## config.mk

```make
export PLATFORM = sky130hd
export DESIGN_NAME = mem_wb_stage_flat
export DESIGN_NICKNAME = d
export VERILOG_FILES = /design/src/rtl/mem_wb_stage_if.sv /design/src/rtl/mem_wb_stage.sv /design/src/flat_wrapper.sv
export SDC_FILE = /design/constraint.sdc
export NUM_CORES = 1
export LEC_CHECK = 0
export CORE_MARGIN = 5
export CORE_UTILIZATION = 38
export CTS_CLUSTER_SIZE = 20
export DETAILED_ROUTE_END_ITERATION = 12
export PLACE_DENSITY = 0.83
export SYNTH_ARGS = -nofsm -noshare
export SYNTH_HDL_FRONTEND = slang
export SYNTH_SLANG_ARGS = --single-unit
```

## constraint.sdc

```tcl
create_clock -name CLK -period 2.3 [get_ports CLK]
set_input_delay 0.575 -clock CLK [delete_from_list [all_inputs] [get_ports CLK]]
set_output_delay 0.575 -clock CLK [all_outputs]
set_load 0.02 [all_outputs]
```

## src/rtl/mem_wb_stage_if.sv

```systemverilog
// Data-cache request port between the memory stage and the data cache.
//   master (pipeline side): drives dmemREN/dmemWEN/dmemaddr/dmemstore,
//                           receives dhit/dmemload.
//   slave  (cache side)   : the mirror image.
interface mem_wb_stage_if #(
    parameter int WORD_W = 32
);
    logic              dmemREN;
    logic              dmemWEN;
    logic [WORD_W-1:0] dmemaddr;
    logic [WORD_W-1:0] dmemstore;
    logic              dhit;
    logic [WORD_W-1:0] dmemload;

    modport master (
        output dmemREN, dmemWEN, dmemaddr, dmemstore,
        input  dhit, dmemload
    );

    modport slave (
        input  dmemREN, dmemWEN, dmemaddr, dmemstore,
        output dhit, dmemload
    );
endinterface

```

## src/rtl/mem_wb_stage.sv

```systemverilog
// Memory-access stage plus MEM/WB pipeline register of a 5-stage MIPS pipe.
//   CLK, nRST            : clock, asynchronous active-low reset
//   ihit                 : instruction side ready; pipeline advances only when high
//   *_in                 : EX/MEM latch contents (controls, operands, wsel)
//   dif (master)         : data-cache request port (REN/WEN/addr/store, dhit/load)
//   mem_stall            : freezes the earlier stages while a data access is open
//   RegWr_out/wsel_out/wdat_out/halt_out : registered MEM/WB contents
// Each memory instruction issues exactly one cache request. If the request
// completes while the instruction side is stalled, the load data is parked
// in ldbuf and the FSM sits in DONE (request dropped) until ihit returns.
module mem_wb_stage #(
    parameter int WORD_W = 32,
    parameter int WSEL_W = 5
) (
    input  logic              CLK,
    input  logic              nRST,
    input  logic              ihit,
    input  logic              dREN_in,
    input  logic              dWEN_in,
    input  logic              MemtoReg_in,
    input  logic              RegWr_in,
    input  logic              jal_s_in,
    input  logic              lui_in,
    input  logic              halt_in,
    input  logic [WSEL_W-1:0] wsel_in,
    input  logic [WORD_W-1:0] alu_portOut_in,
    input  logic [WORD_W-1:0] rdat2_in,
    input  logic [WORD_W-1:0] pcplusfour_in,
    input  logic [15:0]       imm_addr_in,
    mem_wb_stage_if.master    dif,
    output logic              mem_stall,
    output logic              RegWr_out,
    output logic [WSEL_W-1:0] wsel_out,
    output logic [WORD_W-1:0] wdat_out,
    output logic              halt_out
);

    typedef enum logic {IDLE, DONE} state_t;

    state_t            state_q, state_d;
    logic [WORD_W-1:0] ldbuf_q, ldbuf_d;
    logic              regwr_q, regwr_d;
    logic [WSEL_W-1:0] wsel_q, wsel_d;
    logic [WORD_W-1:0] wdat_q, wdat_d;
    logic              halt_q, halt_d;

    logic              memop;
    logic              req_ren;
    logic              req_wen;
    logic              adv;
    logic              sel_load;
    logic [WORD_W-1:0] load_data;
    logic [WORD_W-1:0] lui_val;
    logic [WORD_W-1:0] wb_val;

    // nRST gates the request so it drops the instant reset is asserted.
    assign memop = (dREN_in | dWEN_in) & ~halt_q & nRST;

    always_comb begin
        state_d   = state_q;
        ldbuf_d   = ldbuf_q;
        req_ren   = 1'b0;
        req_wen   = 1'b0;
        mem_stall = 1'b0;
        load_data = ldbuf_q;
        case (state_q)
            IDLE: begin
                // REN and WEN together decode as a store.
                req_ren   = memop & dREN_in & ~dWEN_in;
                req_wen   = memop & dWEN_in;
                mem_stall = memop & ~dif.dhit;
                load_data = dif.dmemload;
                if (memop & dif.dhit & ~ihit) begin
                    ldbuf_d = dif.dmemload;
                    state_d = DONE;
                end
            end
            DONE: begin
                if (ihit) begin
                    state_d = IDLE;
                end
            end
            default: state_d = IDLE;
        endcase
    end

    assign adv      = ihit & ~mem_stall;
    assign sel_load = MemtoReg_in & ~(dREN_in & dWEN_in);
    assign lui_val  = {imm_addr_in, {(WORD_W-16){1'b0}}};

    always_comb begin
        if (jal_s_in) begin
            wb_val = pcplusfour_in;
        end else if (lui_in) begin
            wb_val = lui_val;
        end else if (sel_load) begin
            wb_val = load_data;
        end else begin
            wb_val = alu_portOut_in;
        end
    end

    // MEM/WB register: holds (no bubble) whenever the pipe does not advance.
    always_comb begin
        regwr_d = regwr_q;
        wsel_d  = wsel_q;
        wdat_d  = wdat_q;
        halt_d  = halt_q;
        if (adv) begin
            regwr_d = RegWr_in & ~halt_q;
            wsel_d  = wsel_in;
            wdat_d  = wb_val;
            halt_d  = halt_q | halt_in;
        end
    end

    always_ff @(posedge CLK or negedge nRST) begin
        if (!nRST) begin
            state_q <= IDLE;
            ldbuf_q <= '0;
            regwr_q <= 1'b0;
            wsel_q  <= '0;
            wdat_q  <= '0;
            halt_q  <= 1'b0;
        end else begin
            state_q <= state_d;
            ldbuf_q <= ldbuf_d;
            regwr_q <= regwr_d;
            wsel_q  <= wsel_d;
            wdat_q  <= wdat_d;
            halt_q  <= halt_d;
        end
    end

    assign dif.dmemREN   = req_ren;
    assign dif.dmemWEN   = req_wen;
    assign dif.dmemaddr  = alu_portOut_in;
    assign dif.dmemstore = rdat2_in;

    assign RegWr_out = regwr_q;
    assign wsel_out  = wsel_q;
    assign wdat_out  = wdat_q;
    assign halt_out  = halt_q;

endmodule

```

## src/flat_wrapper.sv

```systemverilog
// flat-port wrapper written by rule: the top's interface ports become plain ports
module mem_wb_stage_flat 
#(
    parameter int WORD_W = 32,
    parameter int WSEL_W = 5
)
  (CLK, nRST, ihit, dREN_in, dWEN_in, MemtoReg_in, RegWr_in, jal_s_in, lui_in, halt_in, wsel_in, alu_portOut_in, rdat2_in, pcplusfour_in, imm_addr_in, mem_stall, RegWr_out, wsel_out, wdat_out, halt_out, dif_dmemREN, dif_dmemWEN, dif_dmemaddr, dif_dmemstore, dif_dhit, dif_dmemload);
  mem_wb_stage_if #(.WORD_W(WORD_W)) dif_i ();
  input  logic CLK;
  input  logic nRST;
  input  logic ihit;
  input  logic dREN_in;
  input  logic dWEN_in;
  input  logic MemtoReg_in;
  input  logic RegWr_in;
  input  logic jal_s_in;
  input  logic lui_in;
  input  logic halt_in;
  input  logic [WSEL_W-1:0] wsel_in;
  input  logic [WORD_W-1:0] alu_portOut_in;
  input  logic [WORD_W-1:0] rdat2_in;
  input  logic [WORD_W-1:0] pcplusfour_in;
  input  logic [15:0] imm_addr_in;
  output logic mem_stall;
  output logic RegWr_out;
  output logic [WSEL_W-1:0] wsel_out;
  output logic [WORD_W-1:0] wdat_out;
  output logic halt_out;
  output wire logic [$bits(dif_i.dmemREN)-1:0] dif_dmemREN;
  output wire logic [$bits(dif_i.dmemWEN)-1:0] dif_dmemWEN;
  output wire logic [$bits(dif_i.dmemaddr)-1:0] dif_dmemaddr;
  output wire logic [$bits(dif_i.dmemstore)-1:0] dif_dmemstore;
  input wire logic [$bits(dif_i.dhit)-1:0] dif_dhit;
  input wire logic [$bits(dif_i.dmemload)-1:0] dif_dmemload;
  assign dif_dmemREN = dif_i.dmemREN;
  assign dif_dmemWEN = dif_i.dmemWEN;
  assign dif_dmemaddr = dif_i.dmemaddr;
  assign dif_dmemstore = dif_i.dmemstore;
  assign dif_i.dhit = dif_dhit;
  assign dif_i.dmemload = dif_dmemload;
  mem_wb_stage #(.WORD_W(WORD_W), .WSEL_W(WSEL_W)) u_core (.CLK(CLK), .nRST(nRST), .ihit(ihit), .dREN_in(dREN_in), .dWEN_in(dWEN_in), .MemtoReg_in(MemtoReg_in), .RegWr_in(RegWr_in), .jal_s_in(jal_s_in), .lui_in(lui_in), .halt_in(halt_in), .wsel_in(wsel_in), .alu_portOut_in(alu_portOut_in), .rdat2_in(rdat2_in), .pcplusfour_in(pcplusfour_in), .imm_addr_in(imm_addr_in), .dif(dif_i), .mem_stall(mem_stall), .RegWr_out(RegWr_out), .wsel_out(wsel_out), .wdat_out(wdat_out), .halt_out(halt_out));
endmodule
```

==> results of run 1 <==
synth_stat cells (4+ instances only):
master | n | area [sq um]
a31oi_1 | 32 | 200.2
dfrtp_1 | 72 | 1802
buf_6 | 7 | 78.83
o211ai_1 | 16 | 120.1
mux2i_1 | 48 | 480.5
a211o_1 | 16 | 140.1
nor2_1 | 36 | 135.1
mux2_2 | 37 | 416.7
buf_4 | 64 | 480.5
a21oi_1 | 16 | 80.08
buf_2 | 4 | 20.02
clkbuf_1 | 19 | 71.32
nand2_1 | 32 | 120.1
nand2b_1 | 16 | 100.1
power by group through the flow:
stage / Sequential, mW / Clock, mW / Combinational [mW]
floorplan: 1.61 / 0 / 0.451
global placement: 1.50 / 0 / 0.996
detailed placement: 1.52 / 0 / 1.01
finish: 1.50 / 1.40 / 1.00
global route: 1.51 / 1.51 / 1.08
CTS: 1.50 / 1.44 / 1.02
cells by family after synthesis:
group           share of synthesized area (%)
mux                                     20.67
flops                                   41.51
compound gates                          13.20
buf+inv                                 15.34
simple gates                            9.283
sequential cells by signal (all words and copies together), names as in the netlist:
signal and count:
u_core.ldbuf_q 32, u_core.wdat_out 32, u_core.halt_out 1, u_core.state_q 1, u_core.wsel_out 5, u_core.RegWr_out 1
metrics by stage:
step	hold slack (ns)	util [%]
6_report	0.4229	56.55
4_1_cts	0.4212	56.49
5_1_grt	0.4644	56.55
3_3_place_gp	0.4863	53.77
3_5_place_dp	0.4946	53.77
2_1_floorplan	0.2794	-
final cells by class:
type / count / area share (%)
Sequential cell: 72 / 28.16
Multi-Input combinational cell: 260 / 29.63
Clock buffer: 13 / 4.065
Clock inverter: 3 / 0.6254
Tap cell: 143 / 2.795
Inverter: 2 / 0.1173
Timing Repair Buffer: 222 / 34.61
worst max path at each step:
stage | start | to | cells past startpoint
3_3_place_gp | dif_dhit | mem_stall | 4
4_1_cts | dif_dhit | mem_stall | 4
2_1_floorplan | dif_dhit | mem_stall | 2
3_5_place_dp | dif_dhit | mem_stall | 4
5_1_grt | alu_portOut_in[9] | dif_dmemaddr[9] | 2
6_report | alu_portOut_in[10] | dif_dmemaddr[10] | 2
what timing repair did:
| action | 4_1_cts | 5_1_grt |
|---|---|---|
| setup buffers | 0 | 0 |
| hold buffers | 0 | 0 |
| pin swaps | 0 | 1 |
| gates resized for setup | 13 | 3 |
| endpoints found under the setup margin | 5 | 3 |
routing by layer:
layer  track usage [%]  up-vias
met5                 0        -
met4             7.263        0
met3             4.987       38
met2             32.31      173
met1             21.47     1746
li1                  -     1733
==> impl_metrics.tcl, run 1 <==
set metrics [dict create \
    power_frac_comb_pct 25.7 \
    netlist_area_sq_um 4340 \
    critPathRequiredTime_ns 1.73 \
    synth_cells 430 \
    worstPathCellList "clkdlybuf4s50_1 > clkdlybuf4s50_1" \
    post_drt_wl_per_cell_um 17.87 \
    leakage_nw 2.692 \
    slowest_delay_ns 0.62 \
    reg2reg_depth 5 \
    track_usage_pct 18.46 \
    crit-reg2reg-capture "u_core.ldbuf_q[6]" \
    drc 0 \
    total_power_mw 3.901 \
    die_w_um 116.9 \
    area_delta_synth_final_pct 47.51 \
    cp_max_fo 2 \
    vias 3690 \
    clock-root-buffer "clkbuf_16" \
    timing.setup.tns_ns 0 \
    clk_latency_ns 0.33 \
    worstReg2RegStart "u_core.state_q" \
    finalNonFillerCells 715 \
    avgSynthCellArea_sq_um 10.09 \
    synth.yosys.seq_area_share_pct 41.51 \
    gr-total-overflow 0 \
    coreArea_sq_um 11320 \
    detail-route-antenna-nets 0 \
    gp_congestion 0.8084 \
    io_pins 266 \
    netSwitchingPower_mw 1.031 \
    htreeDepth 3 \
    dieArea_sq_um 13660 \
    final_cell_mix "191 x clkdlybuf4s50_1, 71 x dfrtp_1, 48 x mux2i_1" \
    final-seq-area_sq_um 1803 \
    clkSlewWorstSetupHoldPaths_ns 0.06 \
    final_cell_area_sq_um 6402 \
    rsz0062_at_grt "no" \
    grt_pass1_wl_um 19640 \
    wl_met2_um 6253 \
    highest_layer "met4" \
    placed_area_sq_um 6087 \
    sw_frac_of_total_pct 26.42 \
    hold_viol_final 0 \
    fin_nets 727 \
    fin_crit_ns 2.268 \
    m1WireLength_um 5044 \
    multi_input_area_sq_um 1897 \
    synth_seq_cells 72 \
    power_per_cell_area_nw_per_um2 609.4 \
    numCtsBuffers 9 \
    yosysUniqueCellTypes 26 \
    clk_path_buf_depth 2 \
    end_kind "primary output" \
    synth_flop_cell "dfrtp_1" \
    setup_violations 0 \
    critPathTopFamily "buffers and inverters" \
    internal_power_mw 2.871 \
    antenna_found_initial 0 \
    dr.pass1.iters 7 \
    port_buffers 201 \
    grt_max_degree 49 \
    pre_cts_ws_ns -0.5011 \
    drive_gt1_share_pct 13.99 \
    cts_tree "yes" \
    max_freq_mhz 441.0 \
    finalClockSkew_ns 0.005946 \
    cts_sinks 72 \
    setup_ws_ns 0.03237 \
    wirelength_um 12780 \
    initial_core_util_pct 38.34 \
    place_inst 699 \
    final_common_cell "clkdlybuf4s50_1" \
    die_h_um 116.9 \
    peakVddDrop_v 0.0003023 \
    viasPerCell 5.161 \
    drtIter0Drc 107 \
    worst-path-buf-inv 2 \
    relSlewSlack_pct 60.32 \
    status "finished, final reports clean" \
    worstMarginPinSlew_ns 0.5953 \
    hold_path.class "in2async" \
    async_flop_share_pct 100.0 \
    synth_edf_count 0 \
    cp_common_cell "clkdlybuf4s50_1" \
    fp-row-count 39 \
    max-cap-violations 0 \
    seq_power_share_pct 38.4 \
    timing_max_transition_violations_final 0 \
    crit_arrival_ns 1.69 \
    hpwl_um 9450 \
    r2r_slack_ns 0.32 \
    route.met3.wl_um 1138 \
    first_global_vias 3909 \
    finalCritPeriodShare_pct 98.59 \
    startpoint_type "primary input" \
    synth_nets 590 \
    path_class "in2out" \
    diodes 0 \
    p_clk_share_pct 35.9 \
    n_fill_cell 989 \
    cp_slowest_cell "clkdlybuf4s50_1" \
    yosys_warnings 0 \
]
Note: power is estimated with default switching activity, not from simulation.
==> run 2, diff against run 1 <==
CORE_MARGIN = 2   (was 5)
==> run 2 against run 1 <==
Effect of this change: count of clock-buffer cells in the layout is 1 higher; largest cell class unchanged; die area down 10%; first-iteration DRC count is 120% higher; combinational power hardly changed; hold slack improved by 0.083 ns; fmax decreased by 0.58%; register-to-register slack better by 0.05 ns; sequential power barely moved.
==> impl_metrics.tcl, run 2 (synthesis gave the netlist of run 1 again) <==
set metrics [dict create \
    status "finished, final reports clean" \
    track_usage_pct 20.45 \
    post_drt_wl_per_cell_um 17.69 \
    hold_viol_final 0 \
    setup_violations 0 \
    dieArea_sq_um 12290 \
    clk_latency_ns 0.33 \
    critPathRequiredTime_ns 1.73 \
    hold_depth 1 \
    holdPathEnd "u_core.ldbuf_q[17]" \
    seq_power_share_pct 37.6 \
    fin_hold_ws_ns 0.5055 \
    power_per_cell_area_nw_per_um2 620.3 \
    cts_sinks 72 \
    gr-total-overflow 0 \
    worst-path-buf-inv 2 \
    startpoint_type "primary input" \
    drtIter0Drc 235 \
    r2r_slack_ns 0.37 \
    place_inst 696 \
    hpwl_um 9042 \
    io_pins 266 \
    port_buffers 201 \
    htreeDepth 3 \
    fin_nets 724 \
    critPathTopFamily "buffers and inverters" \
    end_kind "primary output" \
    power_frac_comb_pct 25.3 \
    fin_crit_ns 2.281 \
    worstHoldStart "u_core.ldbuf_q[17]" \
    final_cell_mix "189 x clkdlybuf4s50_1, 71 x dfrtp_1, 48 x mux2i_1" \
    cts_tree "yes" \
    first_global_vias 3975 \
    initial_core_util_pct 38.51 \
    grt_max_degree 73 \
    finalNonFillerCells 712 \
    finalCritPeriodShare_pct 99.17 \
    cp_slowest_cell "clkdlybuf4s50_1" \
    cp-startpoint "alu_portOut_in[7]" \
    sw_frac_of_total_pct 26.39 \
    antenna_found_initial 0 \
    die_w_um 110.9 \
    worstMarginPinSlew_ns 0.9524 \
    clock-root-buffer "clkbuf_16" \
    vias 3753 \
    peakVddDrop_v 0.0003224 \
    crit-reg2reg-capture "u_core.ldbuf_q[5]" \
    p_clk_share_pct 37.1 \
    worstReg2RegStart "u_core.state_q" \
    worstPathCellList "clkdlybuf4s50_1 > clkdlybuf4s50_1" \
    clkSlewWorstSetupHoldPaths_ns 0.05 \
    hold_path.class "reg2reg" \
    leakage_nw 2.716 \
    area_delta_synth_final_pct 47.91 \
    setup_ws_ns 0.01919 \
    drive_gt1_share_pct 13.71 \
    max_freq_mhz 438.4 \
    numCtsBuffers 9 \
    detail-route-antenna-nets 0 \
    fp-row-count 39 \
    path_class "in2out" \
    relSlewSlack_pct 36.50 \
    grt_pass1_wl_um 20130 \
    rsz0062_at_grt "no" \
    timing_max_transition_violations_final 0 \
    internal_power_mw 2.931 \
    netSwitchingPower_mw 1.051 \
    finalClockSkew_ns 0.006706 \
    clk_path_buf_depth 2 \
    crit_arrival_ns 1.71 \
    viasPerCell 5.271 \
    cp_max_fo 2 \
    slowest_delay_ns 0.62 \
    dr.pass1.iters 6 \
    pre_cts_ws_ns -0.5666 \
    coreArea_sq_um 11270 \
    diodes 0 \
    reg2reg_depth 5 \
    wirelength_um 12600 \
    gp_congestion 0.8337 \
    drc 0 \
    cp_common_cell "clkdlybuf4s50_1" \
    max-cap-violations 0 \
    die_h_um 110.9 \
    final_common_cell "clkdlybuf4s50_1" \
]
## run 2: cell types whose count changed in the layout (fill, tap and decap cells not counted), moves of 2 or more
cell             previous run  this run
buf_4                      18        14
clkbuf_8                    2         4
clkdlybuf4s50_1           191       189
dlymetal6s2s_1              3         6
## run 2: what timing repair did
action | 4_1_cts | 5_1_grt
pin swaps | 0 | 2
buffers inserted | 0 | 0
setup endpoints to repair | 4 | 6
hold buffers | 0 | 0
gates resized for setup | 8 | 10
## run 2: worst max-delay path by stage
stage	end	depth (start not counted)	slack [ns]
after floorplan	mem_stall	2	0.36
after global placement	mem_stall	4	-0.48
after detailed placement	mem_stall	4	-0.57
after CTS	mem_stall	4	-0.1
after global routing	dif_dmemaddr[19]	2	0.004
final	dif_dmemaddr[7]	2	0.02
## run 2: through the flow
step | util, % | power (mW) | setup TNS (ns) | instance area (sq um)
3_3_place_gp | 53.91 | 2.502 | -0.9038 | 6077
2_1_floorplan | - | 2.058 | 0 | 4340
4_1_cts | 56.69 | 4.023 | -0.09818 | 6390
5_1_grt | 56.95 | 4.154 | 0 | 6420
6_report | 56.95 | 3.982 | 0 | 6420
3_5_place_dp | 53.91 | 2.529 | -1.944 | 6077
## run 2: area by class of cell
type / instances / area, sq um
Fill cell: 975 / 4852
Timing Repair Buffer: 219 / 2215
Multi-Input combinational cell: 260 / 1897
Sequential cell: 72 / 1803
Clock buffer: 14 / 284.0
Tap cell: 143 / 178.9
Clock inverter: 2 / 35.03
Inverter: 2 / 7.507
## run 2: power groups by stage
stage / clock network, mW / logic (mW) / registers (mW)
detailed placement: 0 / 1.01 / 1.52
CTS: 1.51 / 1.02 / 1.50
finish: 1.48 / 1.01 / 1.50
global placement: 0 / 0.994 / 1.51
floorplan: 0 / 0.451 / 1.61
global route: 1.56 / 1.07 / 1.51
## run 2: layer usage
metal  track usage (%)  up-vias  routed length [um]
met5                 0        -                   0
met2             37.34      164                6482
met1             22.79     1828                5046
met3             5.085       30                 816
met4             8.000        0                 252
li1                  -     1731                   -
